<file path="src/rtl/gmii_rx_framer.sv">
// gmii_rx_framer
// Receive-side GMII frame extractor. It registers the PCS/PMA byte stream,
// strips the preamble and SFD, checks and strips the CRC-32 FCS, and emits
// the payload as a byte-wide AXI4-Stream with no tready.
// tuser on the tlast beat flags a bad frame. Saturating statistics counters
// report good frames, bad frames and CRC errors.
// The over-length cut assumes MAX_FRAME >= 5, so a beat is always due when
// the byte count reaches MAX_FRAME+1.
module gmii_rx_framer #(
   parameter int MIN_FRAME = 64,
   parameter int MAX_FRAME = 1518,
   parameter int CNT_W     = 32
) (
   input  logic             userclk2,
   input  logic             sys0_rst,
   input  logic [7:0]       gmii_rxd,
   input  logic             gmii_rx_dv,
   input  logic             gmii_rx_er,
   output logic [7:0]       m_axis_tdata,
   output logic             m_axis_tvalid,
   output logic             m_axis_tlast,
   output logic             m_axis_tuser,
   output logic [CNT_W-1:0] stat_good,
   output logic [CNT_W-1:0] stat_bad,
   output logic [CNT_W-1:0] stat_crc_err
);

   localparam int LEN_W = $clog2(MAX_FRAME + 2);
   localparam logic [LEN_W-1:0] LEN_ONE  = LEN_W'(1);
   localparam logic [LEN_W-1:0] LEN_FIVE = LEN_W'(5);
   localparam logic [LEN_W-1:0] LEN_MIN  = LEN_W'(MIN_FRAME);
   localparam logic [LEN_W-1:0] LEN_MAX  = LEN_W'(MAX_FRAME);
   localparam logic [31:0]      CRC_INIT    = 32'hFFFF_FFFF;
   localparam logic [31:0]      CRC_RESIDUE = 32'hDEBB_20E3;
   localparam logic [7:0]       BYTE_PRE = 8'h55;
   localparam logic [7:0]       BYTE_SFD = 8'hD5;

   typedef enum logic [1:0] {S_IDLE, S_PRE, S_DATA, S_DROP} state_t;

   // One byte of reflected CRC-32 (poly 0xEDB88320), LSB of the byte first.
   function automatic logic [31:0] crc32_byte(input logic [31:0] crc_in, input logic [7:0] data);
      logic [31:0] c;
      c = crc_in;
      for (int i = 0; i < 8; i++) begin
         if (c[0] ^ data[i]) c = (c >> 1) ^ 32'hEDB8_8320;
         else                c = c >> 1;
      end
      return c;
   endfunction

   logic [7:0]       rxd_q;
   logic             dv_q, er_q;
   state_t           state_q, state_d;
   logic [LEN_W-1:0] len_q, len_d;
   logic [31:0]      crc_q, crc_d;
   logic             err_q, err_d;
   logic             shift_en;
   logic [7:0]       dly_q [0:4];
   logic [7:0]       tdata_q, tdata_d;
   logic             tvalid_q, tvalid_d, tlast_q, tlast_d, tuser_q, tuser_d;
   logic             good_inc_q, good_inc_d, bad_inc_q, bad_inc_d, crc_inc_q, crc_inc_d;
   logic [CNT_W-1:0] stat_good_q, stat_bad_q, stat_crc_q;
   logic             crc_bad, frame_bad;

   // Register the GMII inputs once before any decoding.
   always_ff @(posedge userclk2 or posedge sys0_rst) begin
      if (sys0_rst) begin
         rxd_q <= 8'h00;
         dv_q  <= 1'b0;
         er_q  <= 1'b0;
      end else begin
         rxd_q <= gmii_rxd;
         dv_q  <= gmii_rx_dv;
         er_q  <= gmii_rx_er;
      end
   end

   // Delay line head: the newest frame byte enters stage 0.
   always_ff @(posedge userclk2 or posedge sys0_rst) begin
      if (sys0_rst)      dly_q[0] <= 8'h00;
      else if (shift_en) dly_q[0] <= rxd_q;
   end

   // Remaining delay stages; stage 4 holds the oldest byte, the next beat.
   genvar gi;
   generate
      for (gi = 1; gi < 5; gi++) begin : g_dly
         // Shift one stage down the line on every accepted frame byte.
         always_ff @(posedge userclk2 or posedge sys0_rst) begin
            if (sys0_rst)      dly_q[gi] <= 8'h00;
            else if (shift_en) dly_q[gi] <= dly_q[gi-1];
         end
      end
   endgenerate

   // Next-state, CRC/length tracking and output beat selection.
   always_comb begin
      state_d    = state_q;
      len_d      = len_q;
      crc_d      = crc_q;
      err_d      = err_q;
      shift_en   = 1'b0;
      tdata_d    = tdata_q;
      tvalid_d   = 1'b0;
      tlast_d    = 1'b0;
      tuser_d    = 1'b0;
      good_inc_d = 1'b0;
      bad_inc_d  = 1'b0;
      crc_inc_d  = 1'b0;
      crc_bad    = (crc_q != CRC_RESIDUE);
      frame_bad  = crc_bad | err_q | (len_q < LEN_MIN);
      case (state_q)
         S_IDLE, S_PRE: begin
            if (!dv_q) begin
               // Carrier dropped during the preamble counts as a bad frame.
               if (state_q == S_PRE) begin
                  state_d   = S_IDLE;
                  bad_inc_d = 1'b1;
               end
            end else if (rxd_q == BYTE_PRE) begin
               state_d = S_PRE;
            end else if (rxd_q == BYTE_SFD) begin
               // SFD restarts the delay line (via len) and the CRC.
               state_d = S_DATA;
               len_d   = '0;
               crc_d   = CRC_INIT;
               err_d   = 1'b0;
            end else begin
               state_d   = S_DROP;
               bad_inc_d = 1'b1;
            end
         end
         S_DATA: begin
            if (dv_q) begin
               shift_en = 1'b1;
               crc_d    = crc32_byte(crc_q, rxd_q);
               len_d    = len_q + LEN_ONE;
               err_d    = err_q | er_q;
               if (len_q >= LEN_FIVE) begin
                  tvalid_d = 1'b1;
                  tdata_d  = dly_q[4];
               end
               // This byte makes the frame MAX_FRAME+1 long: cut it here.
               if (len_q == LEN_MAX) begin
                  tlast_d   = 1'b1;
                  tuser_d   = 1'b1;
                  bad_inc_d = 1'b1;
                  state_d   = S_DROP;
               end
            end else begin
               state_d   = S_IDLE;
               crc_inc_d = crc_bad;
               if (len_q >= LEN_FIVE) begin
                  tvalid_d   = 1'b1;
                  tlast_d    = 1'b1;
                  tdata_d    = dly_q[4];
                  tuser_d    = frame_bad;
                  good_inc_d = ~frame_bad;
                  bad_inc_d  = frame_bad;
               end else begin
                  bad_inc_d = 1'b1;
               end
            end
         end
         S_DROP: begin
            if (!dv_q) state_d = S_IDLE;
         end
         default: state_d = S_IDLE;
      endcase
   end

   // FSM state, frame tracking and the registered AXI-Stream beat.
   always_ff @(posedge userclk2 or posedge sys0_rst) begin
      if (sys0_rst) begin
         state_q    <= S_IDLE;
         len_q      <= '0;
         crc_q      <= CRC_INIT;
         err_q      <= 1'b0;
         tdata_q    <= 8'h00;
         tvalid_q   <= 1'b0;
         tlast_q    <= 1'b0;
         tuser_q    <= 1'b0;
         good_inc_q <= 1'b0;
         bad_inc_q  <= 1'b0;
         crc_inc_q  <= 1'b0;
      end else begin
         state_q    <= state_d;
         len_q      <= len_d;
         crc_q      <= crc_d;
         err_q      <= err_d;
         tdata_q    <= tdata_d;
         tvalid_q   <= tvalid_d;
         tlast_q    <= tlast_d;
         tuser_q    <= tuser_d;
         good_inc_q <= good_inc_d;
         bad_inc_q  <= bad_inc_d;
         crc_inc_q  <= crc_inc_d;
      end
   end

   // Saturating statistics, updated the cycle after the frame's tlast beat.
   always_ff @(posedge userclk2 or posedge sys0_rst) begin
      if (sys0_rst) begin
         stat_good_q <= '0;
         stat_bad_q  <= '0;
         stat_crc_q  <= '0;
      end else begin
         if (good_inc_q && (stat_good_q != '1)) stat_good_q <= stat_good_q + CNT_W'(1);
         if (bad_inc_q  && (stat_bad_q  != '1)) stat_bad_q  <= stat_bad_q  + CNT_W'(1);
         if (crc_inc_q  && (stat_crc_q  != '1)) stat_crc_q  <= stat_crc_q  + CNT_W'(1);
      end
   end

   assign m_axis_tdata  = tdata_q;
   assign m_axis_tvalid = tvalid_q;
   assign m_axis_tlast  = tlast_q;
   assign m_axis_tuser  = tuser_q;
   assign stat_good     = stat_good_q;
   assign stat_bad      = stat_bad_q;
   assign stat_crc_err  = stat_crc_q;

endmodule

</file>
<file path="config.mk">
export PLATFORM = sky130hd
export DESIGN_NAME = gmii_rx_framer
export DESIGN_NICKNAME = d
export VERILOG_FILES = /design/src/rtl/gmii_rx_framer.sv
export SDC_FILE = /design/constraint.sdc
export NUM_CORES = 1
export LEC_CHECK = 0
export BUFFER_PORTS_ARGS = -buffer_cell sky130_fd_sc_hd__buf_4
export CORE_MARGIN = 3
export CORE_UTILIZATION = 50
export CTS_BUF_LIST = sky130_fd_sc_hd__clkbuf_8
export CTS_CLUSTER_SIZE = 25
export DETAILED_ROUTE_END_ITERATION = 10
export PLACE_DENSITY = 0.72
export SETUP_SLACK_MARGIN = 0.05
export SYNTH_ARGS = -nofsm -noshare
export SYNTH_HDL_FRONTEND = slang
export SYNTH_SLANG_ARGS = --single-unit
export TNS_END_PERCENT = 20
</file>
<file path="constraint.sdc">
create_clock -name userclk2 -period 12.3 [get_ports userclk2]
set_input_delay 0 -clock userclk2 [delete_from_list [all_inputs] [get_ports userclk2]]
set_output_delay 0 -clock userclk2 [all_outputs]
set_load 0.01 [all_outputs]
</file>
## Yosys cells after proc, flatten, opt, wreduce, memory -nomap -nowiden

Cells that the tools add are included.

| storage, ports and cells | value |
|---|---|
| bits in registers | 206 |
| bits in latches | 0 |
| memory bits (writable) | 0 |
| bits in read-only memories | 0 |
| word-level logic and storage cells | 141 |
| memories kept | 0 |

| cells by class | value |
|---|---|
| add/subtract/negate cells | 4 |
| multiply operators | 0 |
| div/mod/pow operators | 0 |
| $lt $le $gt $ge | 2 |
| equal/unequal tests | 17 |
| shift operators | 0 |
| muxes and demuxes | 67 |
| bitwise logic cells | 20 |
| reductions and logical operators | 9 |

Operator list:

| operator | number |
|---|---|
| $mux 32 | 26 |
| $ne 32x32->1 const B | 4 |
| $not 13->14 | 8 |
| $add 32x1->32 const B | 3 |
| $pmux 32 s2 | 1 |
| $mux 11 | 4 |
| $mux 1 | 26 |
| $pmux 11 s2 | 1 |
| $mux 2 | 6 |
| $add 11x1->11 const B | 1 |
| $eq 11x11->1 const B | 1 |
| $ge 11x3->1 const B | 1 |
| $lt 11x7->1 const B | 1 |
| $ne 2x2->1 const B | 5 |
| $eq 8x7->1 const B | 1 |
| $eq 8x8->1 const B | 1 |
| $xor 1x1->1 | 8 |
| $ne 3x3->1 const B | 2 |
| $pmux 2 s3 | 1 |
| $reduce_and 5->1 | 1 |
| $eq 2x2->1 const B | 2 |
| $pmux 1 s2 | 2 |
| $logic_and 1x1->1 | 3 |
| $or 1x1->1 | 3 |
| 7 further kinds | 7 |

## Depth between registers and ports, before layout

Gate-level depths: netlist of the first run.

| depth | value |
|---|---|
| depth in word-level cells | 32 |
| depth in mapped cells | 7 |

## Worst setup path before layout of the first run

OpenSTA, ideal clock, no wires.

| timing | value |
|---|---|
| kind | register -> register |
| from | register stat_bad_q[0] (netlist: stat_bad[0]) |
| to | register stat_bad_q[30] (netlist: stat_bad[30]) |
| library setup time | 132 ps |
| data arrival time | 1981 ps |
| data required time | 12168 ps |
| setup slack | 10187 ps |
| cell stages (with the launch flop) | 7 |
| path buffers | 0 |
| path through | dfrtp_1 > ha_1 > and2_1 > nand4_1 > o31ai_1 > nor3_1 > xor2_1 |

| between the ends | value |
|---|---|
| cells in the longest elaborated chain, start to end | 2 |
| elaborated cells between the ends (all ways) | 3 |
| classes of those cells | 1 x add/sub; 1 x eq/ne; 1 x reduce/logical |

Ends and longest elaborated chain:

| element | line | RTL |
|---|---|---|
| from (decl) | 62 | `logic [CNT_W-1:0] stat_good_q, stat_bad_q, stat_crc_q;` |
| from (signal assigned) | 209 | `if (bad_inc_q && (stat_bad_q != '1)) stat_bad_q <= stat_bad_q + CNT_W'(1);` |
| parallel branches: the longest is 2 deep, another holds $add 32x1->32 | -- |  |

Several ways; the timed one is not identified.
A chain may end at the register's enable or synchronous reset.

## Worst setup path after layout of the first run

| timing | value |
|---|---|
| from | register stat_bad_q[0] (netlist: stat_bad[0]) |
| to | register stat_bad_q[21] (netlist: stat_bad[21]) |

Same word-level chain as after synthesis.

==> results of run 1 <==
power by group through the flow:
stage / Sequential [mW] / Clock [mW] / Combinational, mW
floorplan: 0.949 / 0 / 0.589
global placement: 0.964 / 0 / 0.753
detailed placement: 0.969 / 0 / 0.758
CTS: 0.960 / 0.608 / 0.766
global route: 0.979 / 0.638 / 0.836
finish: 0.960 / 0.591 / 0.760
synth_stat cells (10+ instances only):
| master | n | area share [%] |
|---|---|---|
| sky130_fd_sc_hd__dfrtp_1 | 174 | 46 |
| sky130_fd_sc_hd__nand2_1 | 168 | 6.6 |
| sky130_fd_sc_hd__xnor2_1 | 90 | 8.3 |
| sky130_fd_sc_hd__xor2_1 | 73 | 6.7 |
| sky130_fd_sc_hd__nor2_1 | 59 | 2.3 |
| sky130_fd_sc_hd__nand4_1 | 37 | 2.4 |
| sky130_fd_sc_hd__dfstp_2 | 32 | 8.8 |
| sky130_fd_sc_hd__nor3_1 | 32 | 1.7 |
| sky130_fd_sc_hd__nand3_1 | 31 | 1.6 |
| sky130_fd_sc_hd__a21oi_1 | 28 | 1.5 |
| sky130_fd_sc_hd__clkbuf_1 | 24 | 0.94 |
| sky130_fd_sc_hd__and4_1 | 16 | 1.5 |
| sky130_fd_sc_hd__inv_1 | 15 | 0.59 |
| sky130_fd_sc_hd__and3_1 | 14 | 0.92 |
| sky130_fd_sc_hd__mux2_2 | 10 | 1.2 |
kinds of logic (layout without fill, tap and decap cells):
logic type | count (synthesis) | after routing | synth area share [%]
AND/OR/NAND/NOR | 404 | 404 | 20.8
flip-flops | 206 | 206 | 54.5
XOR/XNOR | 171 | 171 | 16.4
AO/OA/AOI/OAI | 66 | 66 | 4.72
buffers and inverters | 40 | 209 | 1.59
multiplexers | 10 | 10 | 1.18
adder cells (fa/ha/maj) | 6 | 6 | 0.787
worst max-delay path by stage:
stage | from | endpoint | slack, ns | depth (start not counted)
final | stat_bad[0]$_DFFE_PP0P_ | stat_bad[21]$_DFFE_PP0P_ | 9.82 | 6
after CTS | stat_bad[1]$_DFFE_PP0P_ | stat_bad[21]$_DFFE_PP0P_ | 9.87 | 6
after floorplan | sys0_rst | bad_inc_q$_DFF_PP0_ | 6.73 | 1
after detailed placement | stat_bad[1]$_DFFE_PP0P_ | stat_bad[21]$_DFFE_PP0P_ | 9.87 | 6
after global placement | stat_bad[0]$_DFFE_PP0P_ | stat_bad[30]$_DFFE_PP0P_ | 9.98 | 6
after global routing | stat_bad[1]$_DFFE_PP0P_ | stat_bad[21]$_DFFE_PP0P_ | 9.59 | 6
critical path: cells and delay by family, from the launching register on:
family                     cells  cell delay, ns
AOI/OAI and AO/OA              1            0.90
xor gates and xnor gates       1            0.19
DFF                            1            0.46
adders and majority gates      1            0.25
and+or+nand+nor                3            0.56
per-layer routing:
metal | wire length, um | track usage (%)
met1 | 9740 | 29.2
met4 | 327 | 5.50
met2 | 9360 | 30.3
met5 | 0 | 0
met3 | 994 | 3.60
registers in the layout, indices dropped and copies added, names as in the netlist, 2 cells and up:
register      cells
rxd_q             8
len_q            11
dly_q            40
m_axis_tdata      8
crc_q            32
stat_crc_err     32
stat_bad         32
stat_good        32
state_q           2
through the flow:
stage | std cells | worst slack, ns | hold slack [ns] | cell area, um^2
after CTS | 1301 | 9.87 | 0.0970 | 11500
final | 1301 | 9.82 | 0.127 | 11500
after global routing | 1301 | 9.59 | 0.112 | 11500
after global placement | 1229 | 9.98 | 0.109 | 10700
after floorplan | 903 | 6.73 | 0.0314 | 9530
after detailed placement | 1229 | 9.87 | 0.110 | 10700
final cells by class:
cell class | instances | area [um^2] | share of cell area [%]
multi-input cells | 657 | 4200 | 36.7
clock buffers | 44 | 606 | 5.29
clock inverters | 17 | 75.1 | 0.656
well taps | 229 | 287 | 2.50
flip-flops and latches | 206 | 5190 | 45.4
inverters | 15 | 63.8 | 0.557
repair buffers | 133 | 1030 | 8.96
repair_timing:
item,CTS,global route
buffers inserted,0,0
hold endpoints to repair,135,0
hold buffers,11,0
resized for setup,0,0
==> flow_metrics.py, run 1 <==
metrics = {
    "power_and_ir_drop": {
        "power_mw": 2.31,
        "power_frac_seq_pct": 41.5,
        "power.share.switching_pct": 33.7,
        "worst_ir_drop_vdd_uv": 182,
        "p_leak_nw": 5.50,
        "p_comb_share_pct": 32.9,
        "power_frac_clock_pct": 25.6,
        "p_int_mw": 1.53,
        "net-switching-power_mw": 0.779,
        "power.density_nw_per_um2": 202,
    },
    "die": {
        "chipWidth_um": 144,
        "floorplan_die_height_um": 144,
        "core_region_area_um2": 18300,
        "num_rows": 49,
        "top_level_ports": 119,
        "initial_utilization_pct": 52.0,
        "floorplan.die_area_um2": 20800,
    },
    "cts": {
        "root_buffer_cell": "sky130_fd_sc_hd__clkbuf_8",
        "h_tree_depth": 2,
        "cts_buffers": 36,
        "tritoncts": "done",
        "clock_insertion_delay_worst_skew_ns": 0.52,
        "clock_pin_slew_worst_setup_and_hold_paths_ns": 0.06,
        "cts.path.max_buffers": 3,
        "numClockSinks": 206,
    },
    "detailed_routing": {
        "vias": 6974,
        "drt_iter0_drc": 384,
        "avgViaCountPerCell": 5.36,
        "postRouteWirelength_um": 20400,
        "detail_route.first_pass.iterations": 4,
        "drt_drc_violations_left": 0,
        "detail_route_antenna_nets": 0,
        "avgRoutedWirePerCell_um": 15.7,
    },
    "final_layout": {
        "final_util_pct": 62.5,
        "final_common_cell": "sky130_fd_sc_hd__dfrtp_1",
        "finalNetCount": 1067,
        "antenna_cells_inserted": 0,
        "fillerInstances": 1562,
        "syn2layout_area_growth_pct": 20.1,
        "most-common-layout-cells": "sky130_fd_sc_hd__dfrtp_1 (174), sky130_fd_sc_hd__nand2_1 (168), sky130_fd_sc_hd__buf_4 (122)",
        "final_layout_size_suffix_gt1_share_pct": 21.8,
    },
    "placement": {
        "place_congestion": 0.825,
        "hpwlAfterDp_um": 13700,
        "numPortBuffers": 118,
    },
    "global_route": {
        "via_count_of_the_first_global_routing_pass": 6854,
        "grt_pass1_wl_um": 34100,
        "largest_net_degree_at_the_start_of_global_routing": 127,
        "gr-usage-all-layers_pct": 19.8,
        "overflow": 0,
        "antenna_violations_before_repair": 0,
    },
    "synth": {
        "synth_enable_flop_cells": 0,
        "ys_dominant_reg_cell": "sky130_fd_sc_hd__dfrtp_1",
        "synth_fp_nets": 921,
        "mappedNetlistArea_um2": 9530,
        "synthDistinctLibCells": 51,
        "postSynthCellCount": 903,
        "postSynthAreaPerCell_um2": 10.6,
        "yosys_register_bits": 206,
        "synthArstFlopShare_pct": 100,
        "ys_seq_area_share_pct": 54.5,
        "ys_warn_count": 0,
    },
    "critical_path": {
        "critical_path_peak_fanout": 8,
        "cpPeakStageDelay_ns": 0.90,
        "timing.rr.start": "stat_bad[0]$_DFFE_PP0P_",
        "cp_data_required_time_ns": 12.67,
        "critical_path.endpoint_type": "flip-flop",
        "worst-r2r-cell-count": 6,
        "worstSetupStartpointType": "flip-flop",
        "timing.critical_path.cells": "ha_1, and2_1, nand4_1, o31ai_1, nor3_1, xor2_1",
        "r2r-end": "stat_bad[21]$_DFFE_PP0P_",
        "worst-r2r-setup-slack_ns": 9.82,
        "crit_type": "reg -> reg",
        "crit_slowest_cell": "sky130_fd_sc_hd__o31ai_1",
        "worst_ep_arrival_time_ns": 2.85,
    },
    "flow_run": {
        "drv.max_cap_violation_count": 0,
    },
    "hold_path": {
        "hold_path_depth": 2,
        "worst_hold_startpoint": "gmii_rxd[7]",
        "min_path_type": "in -> reg",
        "worst_hold_path.endpoint": "rxd_q[7]$_DFF_PP0_",
    },
    "sta": {
        "maxClockFrequency_mhz": 403,
        "post-route-period-util_pct": 20.2,
        "setup-violations-final": 0,
        "total_negative_slack_ns": 0,
        "rsz_0062_raised_after_global_routing": "no",
        "finalWorstPathRequiredPeriod_ns": 2.48,
        "finalClockSkew_ns": 0.0277,
        "max_slew.worst_pin.slew_ns": 0.988,
        "timing.max_slew.rel_slack_pct": 34.1,
        "slew_viol_final": 0,
        "timing_hold_violations_final": 0,
    },
    "status": {
        "outcome": "complete, no violations",
    },
}
Note: power is estimated with default switching activity, not from simulation.
==> run 2, diff against run 1 <==
ABC_AREA = 1   (was not set)
PLACE_DENSITY = 0.74   (was 0.72)
clock period = 2.2 ns   (was 12.3 ns; I/O delays follow)
==> run 2 against run 1 <==
Against the previous run:
- non-clock buffer count rose by 35
- final cell count rose by 56%
- via count rose by 51%
- core utilization fell by 0.52 points
- routed wire length rose by 41%
- critical path depth rose by 4
- sequential share of layout area fell by 7.6 points
- synthesized cell count rose by 72%
- setup slack got worse by 9.5 ns
- count of clock-buffer cells in the layout rose by 5
- critical endpoint is now stat_bad[4]$_DFFE_PP0P_
- largest cell class is now multi-input gates
==> flow_metrics.py, run 2 <==
metrics = {
    "status": {
        "outcome": "complete, no violations",
    },
    "placement": {
        "place_congestion": 0.931,
        "hpwlAfterDp_um": 21500,
        "numPortBuffers": 118,
        "dpl_worst_slack_ns": 0.275,
    },
    "critical_path": {
        "critical_path.endpoint_type": "flip-flop",
        "worstSetupStartpointType": "flip-flop",
        "cpPeakStageDelay_ns": 0.40,
        "critical_path_peak_fanout": 15,
        "cp_data_required_time_ns": 2.64,
        "crit_slowest_cell": "sky130_fd_sc_hd__dfrtp_1",
        "worst_ep_arrival_time_ns": 2.37,
        "timing.critical_path.cells": "ha_1, inv_1, nor2_1, nand2_1, nor2_1, nand2_1, nand2_2, nor2_1, nand2_1, xor2_1",
        "crit_type": "reg -> reg",
    },
    "global_route": {
        "gr-usage-all-layers_pct": 23.3,
        "grt_pass1_wl_um": 48100,
        "via_count_of_the_first_global_routing_pass": 10200,
        "overflow": 0,
        "antenna_violations_before_repair": 0,
        "largest_net_degree_at_the_start_of_global_routing": 51,
    },
    "die": {
        "floorplan.die_area_um2": 24900,
        "num_rows": 54,
        "core_region_area_um2": 22200,
        "chipWidth_um": 158,
        "floorplan_die_height_um": 158,
        "initial_utilization_pct": 51.8,
        "top_level_ports": 119,
    },
    "detailed_routing": {
        "avgViaCountPerCell": 5.20,
        "drt_iter0_drc": 853,
        "avgRoutedWirePerCell_um": 14.2,
        "vias": 10600,
        "detail_route_antenna_nets": 0,
        "detail_route.first_pass.iterations": 5,
        "drt_drc_violations_left": 0,
        "postRouteWirelength_um": 28700,
    },
    "power_and_ir_drop": {
        "power.density_nw_per_um2": 986,
        "p_leak_nw": 6.89,
        "net-switching-power_mw": 5.07,
        "power_frac_clock_pct": 26.1,
        "p_comb_share_pct": 33.1,
        "p_int_mw": 8.51,
        "power_frac_seq_pct": 40.8,
        "power.share.switching_pct": 37.3,
        "worst_ir_drop_vdd_uv": 845,
    },
    "cts": {
        "cts_buffers": 36,
        "clock_insertion_delay_worst_skew_ns": 0.52,
        "h_tree_depth": 2,
        "numClockSinks": 206,
        "cts.path.max_buffers": 3,
        "clock_pin_slew_worst_setup_and_hold_paths_ns": 0.06,
        "tritoncts": "done",
        "root_buffer_cell": "sky130_fd_sc_hd__clkbuf_8",
    },
    "sta": {
        "timing_hold_violations_final": 0,
        "timing.max_slew.rel_slack_pct": 48.6,
        "maxClockFrequency_mhz": 519,
        "smallest_setup_slack_after_layout_ns": 0.274,
        "post-route-period-util_pct": 87.5,
        "rsz_0062_raised_after_global_routing": "yes",
        "max_slew.worst_pin.slew_ns": 0.770,
        "finalWorstPathRequiredPeriod_ns": 1.93,
        "setup-violations-final": 0,
        "slew_viol_final": 0,
        "finalClockSkew_ns": 0.0222,
        "holdWs_ns": 0.126,
    },
    "synth": {
        "synth.top_cell.area_share_pct": 37.8,
        "post-synth-top-area-cell": "sky130_fd_sc_hd__dfrtp_1",
        "mappedNetlistArea_um2": 11500,
        "ys_seq_area_share_pct": 45.1,
        "yosys_register_bits": 206,
        "synthArstFlopShare_pct": 100,
        "synth_fp_nets": 1567,
        "synth_common_cells": "sky130_fd_sc_hd__nand2_1 (604), sky130_fd_sc_hd__dfrtp_1 (174), sky130_fd_sc_hd__inv_1 (153)",
        "ys_dominant_reg_cell": "sky130_fd_sc_hd__dfrtp_1",
        "post_synth_main_area_contributors": "sky130_fd_sc_hd__dfrtp_1 (38%), sky130_fd_sc_hd__nand2_1 (20%), sky130_fd_sc_hd__dfstp_2 (7.3%), sky130_fd_sc_hd__inv_1 (5.0%), sky130_fd_sc_hd__xor2_1 (4.9%)",
        "yosys.cell_count.top_type": "sky130_fd_sc_hd__nand2_1",
        "synthDistinctLibCells": 48,
        "postSynthAreaPerCell_um2": 7.44,
        "postSynthCellCount": 1549,
        "synth_enable_flop_cells": 0,
        "ys_warn_count": 0,
    },
    "final_layout": {
        "syn2layout_area_growth_pct": 19.5,
        "finalNetCount": 1742,
        "antenna_cells_inserted": 0,
        "final_util_pct": 61.9,
        "final_layout_size_suffix_gt1_share_pct": 16.6,
        "largest_reg_flops": 40,
        "most-common-layout-cells": "sky130_fd_sc_hd__nand2_1 (604), sky130_fd_sc_hd__dfrtp_1 (174), sky130_fd_sc_hd__inv_1 (161)",
        "top_register": "dly_q",
        "final_common_cell": "sky130_fd_sc_hd__nand2_1",
    },
    "flow_run": {
        "drv.max_cap_violation_count": 0,
    },
    "hold_path": {
        "min_path_type": "in -> reg",
    },
}
==> run 2: changes by cell type after synthesis, sizes merged, moves of 17 or more <==
cell	change
a21oi	-18
buf	+23
clkbuf	-17
inv	+148
nand2	+446
nand3	+34
nor2	+74
nor3	+27
o21ai	+80
xnor2	-61
==> run 2: per-stage QoR <==
stage / total power [mW] / std cells / setup TNS [ns] / instance area (um^2)
finish: 13.6 / 2030 / 0 / 13800
global route: 14.6 / 2030 / 0 / 13800
CTS: 13.7 / 2030 / 0 / 13800
detailed placement: 10.0 / 1955 / 0 / 12900
global placement: 9.88 / 1955 / 0 / 12900
floorplan: 8.66 / 1549 / -77.63 / 11500
==> run 2: logic make-up after synthesis <==
kind of cell               after synthesis  share of synthesized area (%)
AOI/OAI and AO/OA                      125                           5.97
xor gates and xnor gates                99                           7.72
buffers and inverters                  195                           7.17
and+or+nand+nor                        918                           33.4
DFF                                    206                           45.1
adders and majority gates                6                          0.652
==> run 2: what timing repair did <==
| action | in CTS | in global routing |
|---|---|---|
| setup buffers | 0 | 0 |
| hold buffers | 11 | 0 |
| endpoints found under the hold margin | 31 | 0 |
| resized for setup | 0 | 2 |
| endpoints found under the setup margin | 0 | 4 |
==> run 2: critical path: cells and delay by family, from the launching register on <==
family	cells	cell delay, ns
simple gates	7	1.09
flops	1	0.40
fa+ha+maj	1	0.16
xor+xnor	1	0.14
buf+inv	1	0.05
==> run 2: path summary, 6_finish.rpt <==
path                       slack, ns                        to  cells after the start                    start
max reg2reg                     0.27   stat_bad[4]$_DFFE_PP0P_                     10  stat_bad[0]$_DFFE_PP0P_
min reg2reg                     0.47     dly_q[12]$_DFFE_PP0P_                      2    dly_q[12]$_DFFE_PP0P_
max                             0.27   stat_bad[4]$_DFFE_PP0P_                     10  stat_bad[0]$_DFFE_PP0P_
min in group asynchronous       0.18      dly_q[3]$_DFFE_PP0P_                      3                 sys0_rst
min                             0.13        rxd_q[2]$_DFF_PP0_                      2              gmii_rxd[2]
max in group asynchronous       1.27  stat_good[3]$_DFFE_PP0P_                      4                 sys0_rst
==> run 2: power groups by stage <==
stage | clock [mW] | combinational, mW | sequential, mW
floorplan | 0 | 3.17 | 5.49
global placement | 0 | 4.31 | 5.56
detailed placement | 0 | 4.45 | 5.59
CTS | 3.66 | 4.49 | 5.54
global route | 3.85 | 5.11 | 5.67
finish | 3.54 | 4.50 | 5.54
==> run 2: metal layers <==
layer  wire [um]  track usage [%]  up-vias
li1            -                -     5236
met1       12900             32.4     4915
met2       13300             37.8      358
met3        1950             3.91       56
met4         594             6.57        0
met5           0                0        -
==> run 2: cell type report <==
cell class                      instances  area [um^2]
Timing Repair Buffer                  168         1350
Clock inverter                         15         68.8
Tap cell                              280          350
Fill cell                            1974         8460
Multi-Input combinational cell       1148         5510
Inverter                              164          624
Clock buffer                           49          674
Sequential cell                       206         5190
